**src/rtl/data_bus_arbiter_pkg.sv**
```systemverilog
`timescale 1ns/1ps
`default_nettype none
// ============================================================================
// Package  : data_bus_arbiter_pkg
// Brief    : Shared FSM states, access-size codes and master indices for the
//            DataBusControl arbiter.
// Revision : 1.0 - initial release
// ============================================================================
package data_bus_arbiter_pkg;

    typedef enum logic [1:0] {
        ST_IDLE  = 2'd0,
        ST_ISSUE = 2'd1,
        ST_WAIT  = 2'd2,
        ST_DONE  = 2'd3
    } state_t;

    localparam logic [1:0] SZ_BYTE = 2'b00;
    localparam logic [1:0] SZ_HALF = 2'b01;
    localparam logic [1:0] SZ_WORD = 2'b10;

    localparam logic MST_CORE = 1'b0;
    localparam logic MST_EXT  = 1'b1;

    // Wait-counter width: enough bits to hold the limit, clamped to 8..16.
    function automatic int timeout_width(input int cycles);
        int w;
        w = $clog2(cycles + 1);
        if (w < 8)  w = 8;
        if (w > 16) w = 16;
        return w;
    endfunction

endpackage
`default_nettype wire

```
**src/rtl/data_bus_arbiter_if.sv**
```systemverilog
`timescale 1ns/1ps
`default_nettype none
// ============================================================================
// Interface : data_bus_arbiter_if
// Brief     : Two requester ports (M0 core, M1 loader/debug) plus the shared
//             DataBusControl port. slave = arbiter view, master = environment.
// Revision  : 1.0 - initial release
// ============================================================================
interface data_bus_arbiter_if #(
    parameter int ADDR_WIDTH = 32,
    parameter int DATA_WIDTH = 32
);
    logic                  m0_req;
    logic                  m0_we;
    logic [1:0]            m0_size;
    logic [ADDR_WIDTH-1:0] m0_addr;
    logic [DATA_WIDTH-1:0] m0_wdata;
    logic                  m0_gnt;
    logic                  m0_done;
    logic                  m0_err;
    logic [DATA_WIDTH-1:0] m0_rdata;

    logic                  m1_req;
    logic                  m1_we;
    logic [1:0]            m1_size;
    logic [ADDR_WIDTH-1:0] m1_addr;
    logic [DATA_WIDTH-1:0] m1_wdata;
    logic                  m1_gnt;
    logic                  m1_done;
    logic                  m1_err;
    logic [DATA_WIDTH-1:0] m1_rdata;

    logic                  bus_ready;
    logic                  bus_busy;
    logic [DATA_WIDTH-1:0] bus_rdata;
    logic                  bus_wd;
    logic                  bus_rd;
    logic [1:0]            bus_size;
    logic [ADDR_WIDTH-1:0] bus_addr;
    logic [DATA_WIDTH-1:0] bus_wdata;

    modport slave (
        input  m0_req, m0_we, m0_size, m0_addr, m0_wdata,
        output m0_gnt, m0_done, m0_err, m0_rdata,
        input  m1_req, m1_we, m1_size, m1_addr, m1_wdata,
        output m1_gnt, m1_done, m1_err, m1_rdata,
        input  bus_ready, bus_busy, bus_rdata,
        output bus_wd, bus_rd, bus_size, bus_addr, bus_wdata
    );

    modport master (
        output m0_req, m0_we, m0_size, m0_addr, m0_wdata,
        input  m0_gnt, m0_done, m0_err, m0_rdata,
        output m1_req, m1_we, m1_size, m1_addr, m1_wdata,
        input  m1_gnt, m1_done, m1_err, m1_rdata,
        output bus_ready, bus_busy, bus_rdata,
        input  bus_wd, bus_rd, bus_size, bus_addr, bus_wdata
    );
endinterface
`default_nettype wire

```
**src/rtl/data_bus_arbiter_rr_pick2.sv**
```systemverilog
`timescale 1ns/1ps
`default_nettype none
// ============================================================================
// Module   : rr_pick2
// Brief    : Combinational 2-way round-robin pick. A lone requester wins;
//            on a tie the master that was not served last wins.
// Revision : 1.0 - initial release
// ============================================================================
module rr_pick2
    import data_bus_arbiter_pkg::*;
(
    input  logic [1:0] req,
    input  logic       last,
    output logic       valid,
    output logic       winner
);

    // Resolve the winner from the request pair and the last-served master.
    always_comb begin
        valid  = |req;
        winner = MST_CORE;
        if (req == 2'b11) begin
            winner = ~last;
        end else if (req[1]) begin
            winner = MST_EXT;
        end
    end

endmodule
`default_nettype wire

```
**src/rtl/data_bus_arbiter.sv**
```systemverilog
`timescale 1ns/1ps
`default_nettype none
// ============================================================================
// Module   : data_bus_arbiter
// Brief    : Shares the DataBusControl port between M0 and M1 with round-robin
//            priority: latch winner, strobe, wait for idle, return data/done.
// Options  : RISCUIN_BUS_TIMEOUT_EN - abort a WAIT after TIMEOUT_CYCLES with err
// Revision : 1.0 - initial release
// ============================================================================
module data_bus_arbiter
    import data_bus_arbiter_pkg::*;
#(
    parameter int ADDR_WIDTH     = 32,
    parameter int DATA_WIDTH     = 32,
    parameter int TIMEOUT_CYCLES = 255
) (
    input  logic               clk,
    input  logic               rst,
    data_bus_arbiter_if.slave  dbus
);

    if (TIMEOUT_CYCLES < 1 || TIMEOUT_CYCLES > 65535) begin : g_bad_timeout
        $error("data_bus_arbiter: TIMEOUT_CYCLES must be in 1..65535");
    end

    state_t                          r_state, w_state_nxt;
    logic                            r_owner, w_owner_nxt;
    logic                            r_last, w_last_nxt;
    logic                            r_we, w_we_nxt;
    logic [1:0]                      r_size, w_size_nxt;
    logic [ADDR_WIDTH-1:0]           r_addr, w_addr_nxt;
    logic [DATA_WIDTH-1:0]           r_wdata, w_wdata_nxt;
    logic                            r_wd, w_wd_nxt;
    logic                            r_rd, w_rd_nxt;
    logic [1:0]                      r_gnt, w_gnt_nxt;
    logic [1:0]                      r_done, w_done_nxt;
    logic [1:0][DATA_WIDTH-1:0]      r_rdata, w_rdata_nxt;
    logic                            w_pick_valid;
    logic                            w_pick_winner;

    rr_pick2 u_pick (
        .req    ({dbus.m1_req, dbus.m0_req}),
        .last   (r_last),
        .valid  (w_pick_valid),
        .winner (w_pick_winner)
    );

`ifdef RISCUIN_BUS_TIMEOUT_EN
    localparam int              TO_W    = timeout_width(TIMEOUT_CYCLES);
    localparam logic [TO_W-1:0] TO_LAST = TO_W'(TIMEOUT_CYCLES - 1);

    logic [TO_W-1:0] r_wait_cnt;
    logic            w_timeout_hit;
    logic [1:0]      r_err, w_err_nxt;

    // Count WAIT cycles; held at zero outside WAIT so each WAIT starts fresh.
    always_ff @(posedge clk) begin
        if (rst || r_state != ST_WAIT) begin
            r_wait_cnt <= '0;
        end else begin
            r_wait_cnt <= r_wait_cnt + TO_W'(1);
        end
    end

    assign w_timeout_hit = (r_wait_cnt == TO_LAST);
    assign dbus.m0_err   = r_err[0];
    assign dbus.m1_err   = r_err[1];
`else
    assign dbus.m0_err   = 1'b0;
    assign dbus.m1_err   = 1'b0;
`endif

    // Next-state and next-output decode; outputs are computed one cycle ahead
    // so that every port is driven straight from a flop.
    always_comb begin
        w_state_nxt = r_state;
        w_owner_nxt = r_owner;
        w_last_nxt  = r_last;
        w_we_nxt    = r_we;
        w_size_nxt  = r_size;
        w_addr_nxt  = r_addr;
        w_wdata_nxt = r_wdata;
        w_wd_nxt    = 1'b0;
        w_rd_nxt    = 1'b0;
        w_gnt_nxt   = 2'b00;
        w_done_nxt  = 2'b00;
        w_rdata_nxt = '0;
`ifdef RISCUIN_BUS_TIMEOUT_EN
        w_err_nxt   = 2'b00;
`endif
        case (r_state)
            ST_IDLE: begin
                if (dbus.bus_ready && w_pick_valid) begin
                    w_state_nxt              = ST_ISSUE;
                    w_owner_nxt              = w_pick_winner;
                    w_we_nxt                 = w_pick_winner ? dbus.m1_we    : dbus.m0_we;
                    w_size_nxt               = w_pick_winner ? dbus.m1_size  : dbus.m0_size;
                    w_addr_nxt               = w_pick_winner ? dbus.m1_addr  : dbus.m0_addr;
                    w_wdata_nxt              = w_pick_winner ? dbus.m1_wdata : dbus.m0_wdata;
                    w_gnt_nxt[w_pick_winner] = 1'b1;
                    w_wd_nxt                 = w_we_nxt;
                    w_rd_nxt                 = ~w_we_nxt;
                end
            end
            ST_ISSUE: begin
                w_state_nxt = ST_WAIT;
            end
            ST_WAIT: begin
                if (!dbus.bus_busy && dbus.bus_ready) begin
                    w_state_nxt          = ST_DONE;
                    w_done_nxt[r_owner]  = 1'b1;
                    w_rdata_nxt[r_owner] = r_we ? '0 : dbus.bus_rdata;
                end
`ifdef RISCUIN_BUS_TIMEOUT_EN
                else if (dbus.bus_busy && w_timeout_hit) begin
                    w_state_nxt         = ST_DONE;
                    w_done_nxt[r_owner] = 1'b1;
                    w_err_nxt[r_owner]  = 1'b1;
                end
`endif
            end
            ST_DONE: begin
                w_last_nxt  = r_owner;
                w_state_nxt = ST_IDLE;
            end
            default: begin
                w_state_nxt = ST_IDLE;
            end
        endcase
    end

    // State register.
    always_ff @(posedge clk) begin
        if (rst) begin
            r_state <= ST_IDLE;
        end else begin
            r_state <= w_state_nxt;
        end
    end

    // Registered ownership, latched request fields and all port outputs.
    always_ff @(posedge clk) begin
        if (rst) begin
            r_owner <= MST_CORE;
            r_last  <= MST_EXT;
            r_we    <= 1'b0;
            r_size  <= 2'b00;
            r_addr  <= '0;
            r_wdata <= '0;
            r_wd    <= 1'b0;
            r_rd    <= 1'b0;
            r_gnt   <= 2'b00;
            r_done  <= 2'b00;
            r_rdata <= '0;
`ifdef RISCUIN_BUS_TIMEOUT_EN
            r_err   <= 2'b00;
`endif
        end else begin
            r_owner <= w_owner_nxt;
            r_last  <= w_last_nxt;
            r_we    <= w_we_nxt;
            r_size  <= w_size_nxt;
            r_addr  <= w_addr_nxt;
            r_wdata <= w_wdata_nxt;
            r_wd    <= w_wd_nxt;
            r_rd    <= w_rd_nxt;
            r_gnt   <= w_gnt_nxt;
            r_done  <= w_done_nxt;
            r_rdata <= w_rdata_nxt;
`ifdef RISCUIN_BUS_TIMEOUT_EN
            r_err   <= w_err_nxt;
`endif
        end
    end

    assign dbus.m0_gnt    = r_gnt[0];
    assign dbus.m1_gnt    = r_gnt[1];
    assign dbus.m0_done   = r_done[0];
    assign dbus.m1_done   = r_done[1];
    assign dbus.m0_rdata  = r_rdata[0];
    assign dbus.m1_rdata  = r_rdata[1];
    assign dbus.bus_wd    = r_wd;
    assign dbus.bus_rd    = r_rd;
    assign dbus.bus_size  = r_size;
    assign dbus.bus_addr  = r_addr;
    assign dbus.bus_wdata = r_wdata;

endmodule
`default_nettype wire

```
**src/flat_wrapper.sv**
```systemverilog
// flat-port wrapper written by rule: the top's interface ports become plain ports
module data_bus_arbiter_flat import data_bus_arbiter_pkg::*;
#(
    parameter int ADDR_WIDTH     = 32,
    parameter int DATA_WIDTH     = 32,
    parameter int TIMEOUT_CYCLES = 255
)
  (clk, rst, dbus_m0_req, dbus_m0_we, dbus_m0_size, dbus_m0_addr, dbus_m0_wdata, dbus_m0_gnt, dbus_m0_done, dbus_m0_err, dbus_m0_rdata, dbus_m1_req, dbus_m1_we, dbus_m1_size, dbus_m1_addr, dbus_m1_wdata, dbus_m1_gnt, dbus_m1_done, dbus_m1_err, dbus_m1_rdata, dbus_bus_ready, dbus_bus_busy, dbus_bus_rdata, dbus_bus_wd, dbus_bus_rd, dbus_bus_size, dbus_bus_addr, dbus_bus_wdata);
  data_bus_arbiter_if #(.ADDR_WIDTH(ADDR_WIDTH), .DATA_WIDTH(DATA_WIDTH)) dbus_i ();
  input  logic clk;
  input  logic rst;
  input wire logic [$bits(dbus_i.m0_req)-1:0] dbus_m0_req;
  input wire logic [$bits(dbus_i.m0_we)-1:0] dbus_m0_we;
  input wire logic [$bits(dbus_i.m0_size)-1:0] dbus_m0_size;
  input wire logic [$bits(dbus_i.m0_addr)-1:0] dbus_m0_addr;
  input wire logic [$bits(dbus_i.m0_wdata)-1:0] dbus_m0_wdata;
  output wire logic [$bits(dbus_i.m0_gnt)-1:0] dbus_m0_gnt;
  output wire logic [$bits(dbus_i.m0_done)-1:0] dbus_m0_done;
  output wire logic [$bits(dbus_i.m0_err)-1:0] dbus_m0_err;
  output wire logic [$bits(dbus_i.m0_rdata)-1:0] dbus_m0_rdata;
  input wire logic [$bits(dbus_i.m1_req)-1:0] dbus_m1_req;
  input wire logic [$bits(dbus_i.m1_we)-1:0] dbus_m1_we;
  input wire logic [$bits(dbus_i.m1_size)-1:0] dbus_m1_size;
  input wire logic [$bits(dbus_i.m1_addr)-1:0] dbus_m1_addr;
  input wire logic [$bits(dbus_i.m1_wdata)-1:0] dbus_m1_wdata;
  output wire logic [$bits(dbus_i.m1_gnt)-1:0] dbus_m1_gnt;
  output wire logic [$bits(dbus_i.m1_done)-1:0] dbus_m1_done;
  output wire logic [$bits(dbus_i.m1_err)-1:0] dbus_m1_err;
  output wire logic [$bits(dbus_i.m1_rdata)-1:0] dbus_m1_rdata;
  input wire logic [$bits(dbus_i.bus_ready)-1:0] dbus_bus_ready;
  input wire logic [$bits(dbus_i.bus_busy)-1:0] dbus_bus_busy;
  input wire logic [$bits(dbus_i.bus_rdata)-1:0] dbus_bus_rdata;
  output wire logic [$bits(dbus_i.bus_wd)-1:0] dbus_bus_wd;
  output wire logic [$bits(dbus_i.bus_rd)-1:0] dbus_bus_rd;
  output wire logic [$bits(dbus_i.bus_size)-1:0] dbus_bus_size;
  output wire logic [$bits(dbus_i.bus_addr)-1:0] dbus_bus_addr;
  output wire logic [$bits(dbus_i.bus_wdata)-1:0] dbus_bus_wdata;
  assign dbus_i.m0_req = dbus_m0_req;
  assign dbus_i.m0_we = dbus_m0_we;
  assign dbus_i.m0_size = dbus_m0_size;
  assign dbus_i.m0_addr = dbus_m0_addr;
  assign dbus_i.m0_wdata = dbus_m0_wdata;
  assign dbus_m0_gnt = dbus_i.m0_gnt;
  assign dbus_m0_done = dbus_i.m0_done;
  assign dbus_m0_err = dbus_i.m0_err;
  assign dbus_m0_rdata = dbus_i.m0_rdata;
  assign dbus_i.m1_req = dbus_m1_req;
  assign dbus_i.m1_we = dbus_m1_we;
  assign dbus_i.m1_size = dbus_m1_size;
  assign dbus_i.m1_addr = dbus_m1_addr;
  assign dbus_i.m1_wdata = dbus_m1_wdata;
  assign dbus_m1_gnt = dbus_i.m1_gnt;
  assign dbus_m1_done = dbus_i.m1_done;
  assign dbus_m1_err = dbus_i.m1_err;
  assign dbus_m1_rdata = dbus_i.m1_rdata;
  assign dbus_i.bus_ready = dbus_bus_ready;
  assign dbus_i.bus_busy = dbus_bus_busy;
  assign dbus_i.bus_rdata = dbus_bus_rdata;
  assign dbus_bus_wd = dbus_i.bus_wd;
  assign dbus_bus_rd = dbus_i.bus_rd;
  assign dbus_bus_size = dbus_i.bus_size;
  assign dbus_bus_addr = dbus_i.bus_addr;
  assign dbus_bus_wdata = dbus_i.bus_wdata;
  data_bus_arbiter #(.ADDR_WIDTH(ADDR_WIDTH), .DATA_WIDTH(DATA_WIDTH), .TIMEOUT_CYCLES(TIMEOUT_CYCLES)) u_core (.clk(clk), .rst(rst), .dbus(dbus_i));
endmodule
```
**config.mk**
```make
export PLATFORM = sky130hd
export DESIGN_NAME = data_bus_arbiter_flat
export DESIGN_NICKNAME = d
export VERILOG_FILES = /design/src/rtl/data_bus_arbiter_pkg.sv /design/src/rtl/data_bus_arbiter_if.sv /design/src/rtl/data_bus_arbiter_rr_pick2.sv /design/src/rtl/data_bus_arbiter.sv /design/src/flat_wrapper.sv
export SDC_FILE = /design/constraint.sdc
export NUM_CORES = 1
export LEC_CHECK = 0
export CORE_AREA = 3 3 122 124
export CTS_CLUSTER_SIZE = 28
export DETAILED_ROUTE_END_ITERATION = 16
export DIE_AREA = 0 0 125 127
export GPL_TIMING_DRIVEN = 1
export PLACE_DENSITY = 0.79
export REMOVE_ABC_BUFFERS = 1
export SYNTH_ARGS = -nofsm -noshare
export SYNTH_HDL_FRONTEND = slang
export SYNTH_SLANG_ARGS = --single-unit
```
**constraint.sdc**
```tcl
create_clock -name clk -period 1.7 [get_ports clk]
set_input_delay 0.34 -clock clk [delete_from_list [all_inputs] [get_ports clk]]
set_output_delay 0.34 -clock clk [all_outputs]
set_load 0.05 [all_outputs]
```
# Word-level counts from Yosys, hierarchy flattened

Index checks and enable logic that the tools add are counted.

Register bits: 141
Input port bits: 172
Word-level logic and storage cells: 57

$lt $le $gt $ge: 4
Equal/unequal tests: 6
Mux-type cells: 16
Bitwise gates (word level): 7
Reduce and logical (&&, ||, !) cells: 11

Operators by type and width:

| operator           | count |
|---|---|
| $mux 32            | 4 |
| $and 64x64->64     | 1 |
| $demux 32 s1       | 1 |
| $pmux 2 s4         | 1 |
| $eq 2x2->1 const B | 3 |
| $mux 2             | 3 |
| $not 1->1          | 6 |
| $reduce_or 3->1    | 2 |
| $mux 1             | 5 |
| $logic_and 1x1->1  | 4 |
| $lt 1x2->1 const B | 2 |
| $ne 2x1->1 const B | 2 |
| $reduce_and 2->1   | 2 |
| $demux 1 s1        | 2 |
| $eq 2x1->1 const B | 1 |
| $ge 1x1->1 const B | 2 |
| $logic_not 2->1    | 1 |
| $reduce_or 2->1    | 1 |
| $logic_not 1->1    | 1 |

# Longest topological paths before layout

Gate-level depths: netlist (run 1).

Depth in word-level cells: 6
Depth in mapped cells: 7

# Hierarchy

A second synthesis (run 1) with hierarchy kept.

Cells, all modules: 502
Area, all modules: 4,898.4 um^2

Modules (own cells, without submodules):

| module           | instances | cells an instance | area each (um^2) | sequential area each (um^2) |
|---|---|---|---|---|
| data_bus_arbiter | 1         | 500               | 4,884.7          | 2,822.7 |
| rr_pick2         | 1         | 2                 | 13.8             | 0.0 |

# Worst setup path after synthesis (run 1)

No wires, ideal clock.

Path kind: register to register
From: reg u_core.r_state[0]
To: reg u_core.r_rdata, in the netlist u_core.dbus.m1_rdata[10]
Setup time: 128 ps
Data arrival time: 1,297 ps
Path slack: 276 ps
Stages on the path, launching flop included: 7
Buffers on the path: 1
Path through: dfxtp_1 inv_1 ha_1 and4bb_2 nand2_1 clkbuf_1 nor2_1

Longest elaborated chain between the ends: 3

RTL lines:

| what                             | line                    | text |
|---|---|---|
| from (decl)                      | data_bus_arbiter.sv:26  | `state_t r_state, w_state_nxt;` |
| from (signal assigned)           | data_bus_arbiter.sv:137 | `r_state <= w_state_nxt;` |
| $eq 2x2->1                       | data_bus_arbiter.sv:91  | `case (r_state)` |
| $not 1->1 (no source line)       | --                      |  |
| $reduce_or 3->1 (no source line) | --                      |  |
| to (signal assigned)             | data_bus_arbiter.sv:169 | `r_rdata <= w_rdata_nxt;` |
| to (decl)                        | data_bus_arbiter.sv:37  | `logic [1:0][DATA_WIDTH-1:0] r_rdata, w_rdata_nxt;` |

No other way between the ends.
A chain may end at the register's enable or synchronous reset.

# Final worst setup path (run 1)

From: reg u_core.r_state[0]
To: reg u_core.r_wdata[8], in the netlist u_core.dbus.bus_wdata[8]

Longest elaborated chain between the ends: 2

RTL lines:

| what                              | line                    | text |
|---|---|---|
| $logic_not 2->1                   | data_bus_arbiter.sv:91  |  |
| $reduce_and 2->1 (no source line) | --                      |  |
| to (signal assigned)              | data_bus_arbiter.sv:164 | `r_wdata <= w_wdata_nxt;` |
| to (decl)                         | data_bus_arbiter.sv:32  | `logic [DATA_WIDTH-1:0] r_wdata, w_wdata_nxt;` |

No other way between the ends.

==> metrics.md, run 1 <==
| Metric | Value |
|---|---|
| Floorplan row count | `43` |
| IO Count | `310` |
| Placer Congestion | `slightly below 0.8` |
| Final setup fails | `0` |
| Worst R2R Start | `u_core.r_state[0]` |
| WL final | `~18 mm` |
| CTS root buf | `clkbuf_16` |
| Crit share post-route | `about nine tenths` |
| Worst Path Max Fanout | `35` |
| Vias in the first global route | `roughly 5300` |
| Hold/Removal Path Class | `in -> reg` |
| Required time worst endpoint | `~2000 ps` |
| Post-synth top area cell | `dfxtp_1` |
| Max Cap Viol | `0` |
| HP Start | `rst` |
| F_max | `about 0.64 GHz` |
| Routed vias/inst | `4.83` |
| Layout cells sized above 1 | `between 20 and 25%` |
| Syn_area_per_cell | `8.76 um2` |
| CTS tree | `done` |
| Sequential share of the synthesized area | `54.9%` |
| Detailed Route Iter0 Violations | `~250` |
| Clk_lat worst skew | `roughly 410 ps` |
| Synth-to-Final Area Change | `69.5%` |
| CTS Buf Count | `17` |
| WL/cell | `16.5 um` |
| Share of Yosys cell area claimed by the top area cell type | `a little over half` |
| Peak supply drop | `just under 0.8 mV` |
| FF+latch count, synth | `between 100 and 150` |
| Synth warn | `0` |
| Die X | `125 um` |
| P_leak | `around 3.8 nW` |
| CP Class | `reg -> reg` |
| Layout Utilization | `62.8%` |
| Worst EP arrival | `1880 ps` |
| Port Buf Inserts | `about 310` |
| Post-Syn Instances | `~590` |
| Worst Skew | `around 8.3 ps` |
| Nets | `about 1100` |
| Hold Fails Final Rpt | `0` |
| Initial Utilization | `37.0%` |
| Placed instance count | `1044` |
| GRT Total Usage | `between 20% and 30%` |
| Grt total ovfl | `0` |
| Post-synthesis cell area | `~0.0051 mm2` |
| Synth area leaders | `dfxtp_1 (55%), nor2_1 (9.6%), a211oi_1 (9.1%)` |
| Routed Antenna Nets | `0` |
| RSZ-0062 raised after global routing | `false` |
| Netlist cell types | `27` |
| Clk sinks | `about 140` |
| Vias | `a little over 5000` |
| Drt drc | `0` |
| Diode count | `0` |
| CP startpoint | `u_core.r_state[0]` |
| DR pass1 iterations | `4` |
| Core ar. | `approximately 0.014 mm2` |
| Post-CTS setup buffer count | `0` |
| Crit path launch type | `register` |
| Worst setup EP type | `register` |
| Max Slew Vio Count | `0` |
| Global-route wire length before repair | `roughly 27 mm` |
| DP Wirelength | `between 10 and 15 mm` |
| CTS H-tree lvls | `4` |
| Run status | `finished, final reports clean` |
| Non-filler cells in the finished layout | `around 1100` |
| Chip height | `roughly 130 um` |
| Max Root-Sink Buffers | `2` |
| Power Dens Cells | `approximately 1400 mW/mm2` |
| Min cycle time layout | `roughly 1600 ps` |
| Largest net degree at the start of global routing | `77` |
| Initial antenna violation count | `0` |
| DIE AREA | `between 0.015 and 0.02 mm2` |
| Clock slew at reported path FFs | `~60 ps` |
synthesized netlist by cell type, drive strengths merged:
cell type / instances
a21oi: 66
o211a: 1
inv: 4
nor3: 3
a21bo: 1
nor2b: 1
a21boi: 1
nand2b: 36
conb: 1
mux2i: 2
nor3b: 1
a22o: 1
and4bb: 1
nand2: 70
dfxtp: 141
ha: 4
buf: 34
o21ai: 1
o211ai: 1
a211oi: 68
nor2: 131
clkbuf: 16
a211o: 1
a311oi: 1
final cells by class:
cell class | count | area (um2)
Clock buffer | 19 | 443
Clock inverter | 13 | 128
Fill cell | 1224 | 5160
Inverter | 4 | 15.0
Multi-Input combinational cell | 393 | 2060
Sequential cell | 141 | 2820
Tap cell | 180 | 225
Timing Repair Buffer | 326 | 3020
metal layers:
| metal | global-route usage, % | routed length [um] |
|---|---|---|
| met5 | 0 | 0 |
| met4 | 8.10 | 470 |
| met3 | 7.82 | 1510 |
| met2 | 38.0 | 8720 |
| met1 | 23.9 | 7100 |
stage by stage:
step	area [um2]	total power, mW	setup TNS, ps	hold slack, ps	setup slack, ps
after floorplan	4880	6.99	-38480	405	-583
after global placement	8140	8.70	-8500	478	-183
after detailed placement	8140	8.76	-10830	479	-227
after CTS	8710	12.3	0	458	72.0
after global routing	8720	12.9	0	470	16.9
final	8720	12.2	0	468	139
cell usage in the layout (no fill, tap or decap):
master | netlist | routed
o21ai_0 | 1 | 1
clkinv_4 | 0 | 1
nor2_1 | 131 | 131
o211ai_4 | 0 | 1
a21bo_2 | 0 | 1
o211a_2 | 0 | 1
inv_1 | 4 | 4
buf_12 | 0 | 12
dfxtp_1 | 141 | 141
clkinv_2 | 0 | 2
nor2b_1 | 1 | 1
clkbuf_1 | 16 | 1
inv_8 | 0 | 1
a311oi_1 | 1 | 1
bufinv_16 | 0 | 1
nor3_1 | 3 | 3
a21oi_1 | 66 | 66
a22o_1 | 1 | 1
nand2_1 | 70 | 70
mux2i_1 | 2 | 2
nand2b_1 | 36 | 36
ha_1 | 4 | 3
nor3b_1 | 1 | 1
and4bb_2 | 1 | 1
buf_2 | 25 | 1
clkbuf_8 | 0 | 1
a211oi_1 | 62 | 62
buf_4 | 6 | 143
ha_2 | 0 | 1
a211o_1 | 1 | 1
clkbuf_16 | 0 | 17
inv_6 | 0 | 6
clkinvlp_4 | 0 | 2
a21boi_4 | 0 | 1
clkdlybuf4s50_1 | 0 | 170
a211oi_2 | 6 | 6
conb_1 | 1 | 2
kinds of logic (layout without fill, tap and decap cells):
kind of cell,Yosys count,after routing,synth area share (%)
mux,2,2,0.389
simple gates,243,243,19.9
flops,141,141,54.9
other cells,1,2,0.0729
fa+ha+maj,4,4,0.973
buf+inv,54,362,5.43
compound gates,142,142,18.4
worst paths after layout:
kind                                    to  slack [ps]  cells after the start
hold / removal              u_core.r_owner         470                      3
hold reg to reg             u_core.r_owner         490                      2
setup reg to reg  u_core.dbus.bus_wdata[8]         140                      6
setup / recovery  u_core.dbus.bus_wdata[8]         140                      6
repair_timing:
action                     CTS  global route
resized for setup            0             1
setup endpoints to repair    0            11
hold buffers                 0             0
sequential cells by signal, indices dropped and copies added, names as in the netlist:
register and flops:
u_core.r_owner 1, u_core.dbus.bus_addr 32, u_core.dbus.bus_rd 1, u_core.dbus.m0_rdata 32, u_core.r_gnt 2, u_core.dbus.m1_rdata 32, u_core.dbus.bus_wd 1, u_core.r_state 2
u_core.r_we 1, u_core.r_done 2, u_core.dbus.bus_wdata 32, u_core.r_last 1, u_core.dbus.bus_size 2
power by group:
group / switching, mW / internal, mW
clock: 1.49 / 2.09
combinational: 2.94 / 1.71
sequential: 0.257 / 3.77
total: 4.68 / 7.56
worst max-delay path, stage by stage (launching register included):
cell	delay (ps)
dfxtp_1	310
inv_1	120
ha_2	250
o211a_2	260
buf_12	210
nor2_1	70
a211oi_1	240
(Power assumes the default switching activity.)
==> inputs of run 2 (changes only) <==
--- a/config.mk
+++ b/config.mk
@@ -5,12 +5,13 @@
 export SDC_FILE = /design/constraint.sdc
 export NUM_CORES = 1
 export LEC_CHECK = 0
-export CORE_AREA = 3 3 122 124
+export CORE_AREA = 3 3 121 123
+export CTS_BUF_LIST = sky130_fd_sc_hd__clkbuf_2
 export CTS_CLUSTER_SIZE = 28
 export DETAILED_ROUTE_END_ITERATION = 16
-export DIE_AREA = 0 0 125 127
+export DIE_AREA = 0 0 124 126
 export GPL_TIMING_DRIVEN = 1
-export PLACE_DENSITY = 0.79
+export PLACE_DENSITY = 0.8
 export REMOVE_ABC_BUFFERS = 1
 export SYNTH_ARGS = -nofsm -noshare
 export SYNTH_HDL_FRONTEND = slang
==> metrics.md, run 2 (synthesis results as in run 1) <==
| Metric | Value |
|---|---|
| Grt total ovfl | `0` |
| Min cycle time layout | `1620 ps` |
| Final total power | `11.4 mW` |
| Layout Utilization | `roughly two thirds` |
| Fin worst setup slack | `slightly below 80 ps` |
| Vias | `5284` |
| Run status | `finished, final reports clean` |
| Layout cells sized above 1 | `32.0%` |
| # fillers | `between 1000 and 1500` |
| RSZ-0062 raised after global routing | `true` |
| CTS root buf | `clkbuf_2` |
| DP Wirelength | `around 12 mm` |
| Met3 wire length | `just under 2 mm` |
| Buf+Inv Stages, Crit Path | `1` |
| Max Root-Sink Buffers | `2` |
| Cell area after layout | `0.00909 mm2` |
| CP Class | `reg -> out` |
| Worst Path Max Fanout | `1` |
| Crit share post-route | `between 90% and 100%` |
| Non-filler cells in the finished layout | `1077` |
| GRT Total Usage | `a little over a fifth` |
| Required time worst endpoint | `between 1000 and 1500 ps` |
| Largest delay share family, worst path | `flip-flops` |
| Worst Skew | `roughly 37 ps` |
| Most frequent cells in the layout | `clkdlybuf4s50_1 (170), nor2_1 (131), buf_6 (96)` |
| Clk sinks | `between 100 and 150` |
| Routed Antenna Nets | `0` |
| CTS Buf Count | `17` |
| Max Slew Vio Count | `0` |
| Routed vias/inst | `about 4.9` |
| CP startpoint | `u_core.dbus.m0_rdata[20]` |
| Initial antenna violation count | `1` |
| Vias in the first global route | `4955` |
| Initial Utilization | `~37%` |
| FF/Latch Area | `slightly below 0.003 mm2` |
| Placed Area | `between 0.008 and 0.009 mm2` |
| CP max stage delay | `between 400 and 500 ps` |
| WL final | `about 18 mm` |
| Nets | `roughly 1100` |
| Detailed Route Iter0 Violations | `around 210` |
| Clock slew at reported path FFs | `~260 ps` |
| Placed instance count | `between 1000 and 1500` |
| Chip height | `roughly 130 um` |
| WL/cell | `around 17 um` |
| Largest net degree at the start of global routing | `77` |
| CP max-delay cell | `dfxtp_1` |
| Power Dens Cells | `1250 mW/mm2` |
| Clk_lat worst skew | `a little under 700 ps` |
| Placer Congestion | `slightly above 0.8` |
| HP Start | `dbus_m0_wdata[21]` |
| CTS H-tree lvls | `4` |
| Die X | `124 um` |
| Hold-fix buffers, CTS | `0` |
| Worst EP arrival | `1280 ps` |
| Multi-input gate area | `~0.0021 mm2` |
| Peak supply drop | `~0.81 mV` |
| Uppermost routed layer | `met4` |
| Drt drc | `0` |
| Final setup fails | `0` |
| Pre-CTS setup slack | `-261 ps` |
| Worst setup EP type | `output port` |
| WL met1 | `roughly 6.6 mm` |
| DIE AREA | `0.0156 mm2` |
| IO Count | `slightly above 300` |
| Most common cell after layout, fill and taps aside | `clkdlybuf4s50_1` |
| DR pass1 iterations | `4` |
| CTS tree | `done` |
| Hold Fails Final Rpt | `0` |
| P_leak | `~3.8 nW` |
| Floorplan row count | `between 40 and 50` |
| Max Cap Viol | `0` |
| Global-route wire length before repair | `25.5 mm` |
| Critical path, cell by cell | `buf_6` |
| Core ar. | `about 0.014 mm2` |
| Hold/Removal Path Class | `in -> reg` |
| Worst R2R Start | `u_core.r_state[0]` |
| Crit path launch type | `register` |
| F_max | `0.616 GHz` |
| Routed met2 length | `about 9.1 mm` |
| Port Buf Inserts | `between 300 and 400` |
| Synth-to-Final Area Change | `76.8%` |
==> run 2: changes by cell type in the layout (fill, tap and decap cells not counted), sizes merged <==
cell / delta
diode: +1
clkbuf: -1
bufinv: +1
clkinv: +1
buf: -1
==> run 2: through the flow <==
stage | hold slack (ps) | TNS, ps
global placement | 471 | -10020
floorplan | 405 | -38480
detailed placement | 491 | -12990
finish | 164 | 0
global route | 46.0 | -480
CTS | 63.3 | 0
==> run 2: what timing repair did <==
action | CTS | global route
gates cloned | 0 | 1
pin swaps | 0 | 0
resized for setup | 57 | 179
setup endpoints to repair | 48 | 153
setup buffers | 0 | 3
endpoints found under the hold margin | 0 | 0
==> run 2: power by group <==
part           total (mW)  switching, mW  internal, mW
Clock                2.10           1.37         0.727
Combinational        5.11           3.00          2.11
Sequential           4.19          0.346          3.85
==> run 2: worst paths after layout <==
| kind | endpoint | cells past startpoint | slack (ps) |
|---|---|---|---|
| min | u_core.dbus.bus_wdata[21] | 3 | 160 |
| min reg2reg | u_core.dbus.bus_addr[27] | 2 | 510 |
| max reg2reg | u_core.dbus.bus_addr[14] | 6 | 130 |
| max | dbus_m0_rdata[20] | 1 | 80 |
==> run 2: layer usage <==
layer  GRT usage, %  vias up
li1               -     2544
met1           22.8     2445
met2           36.3      264
met3           9.34       31
met4           7.15        0
met5              0        -
==> run 2: layout make-up <==
cell class                      count  area share [%]
Sequential cell                   141            32.2
Antenna cell                        1          0.0275
Clock inverter                     15            1.95
Tap cell                          180            2.48
Clock buffer                       17           0.936
Timing Repair Buffer              326            39.3
Inverter                            4           0.165
Multi-Input combinational cell    393            22.9
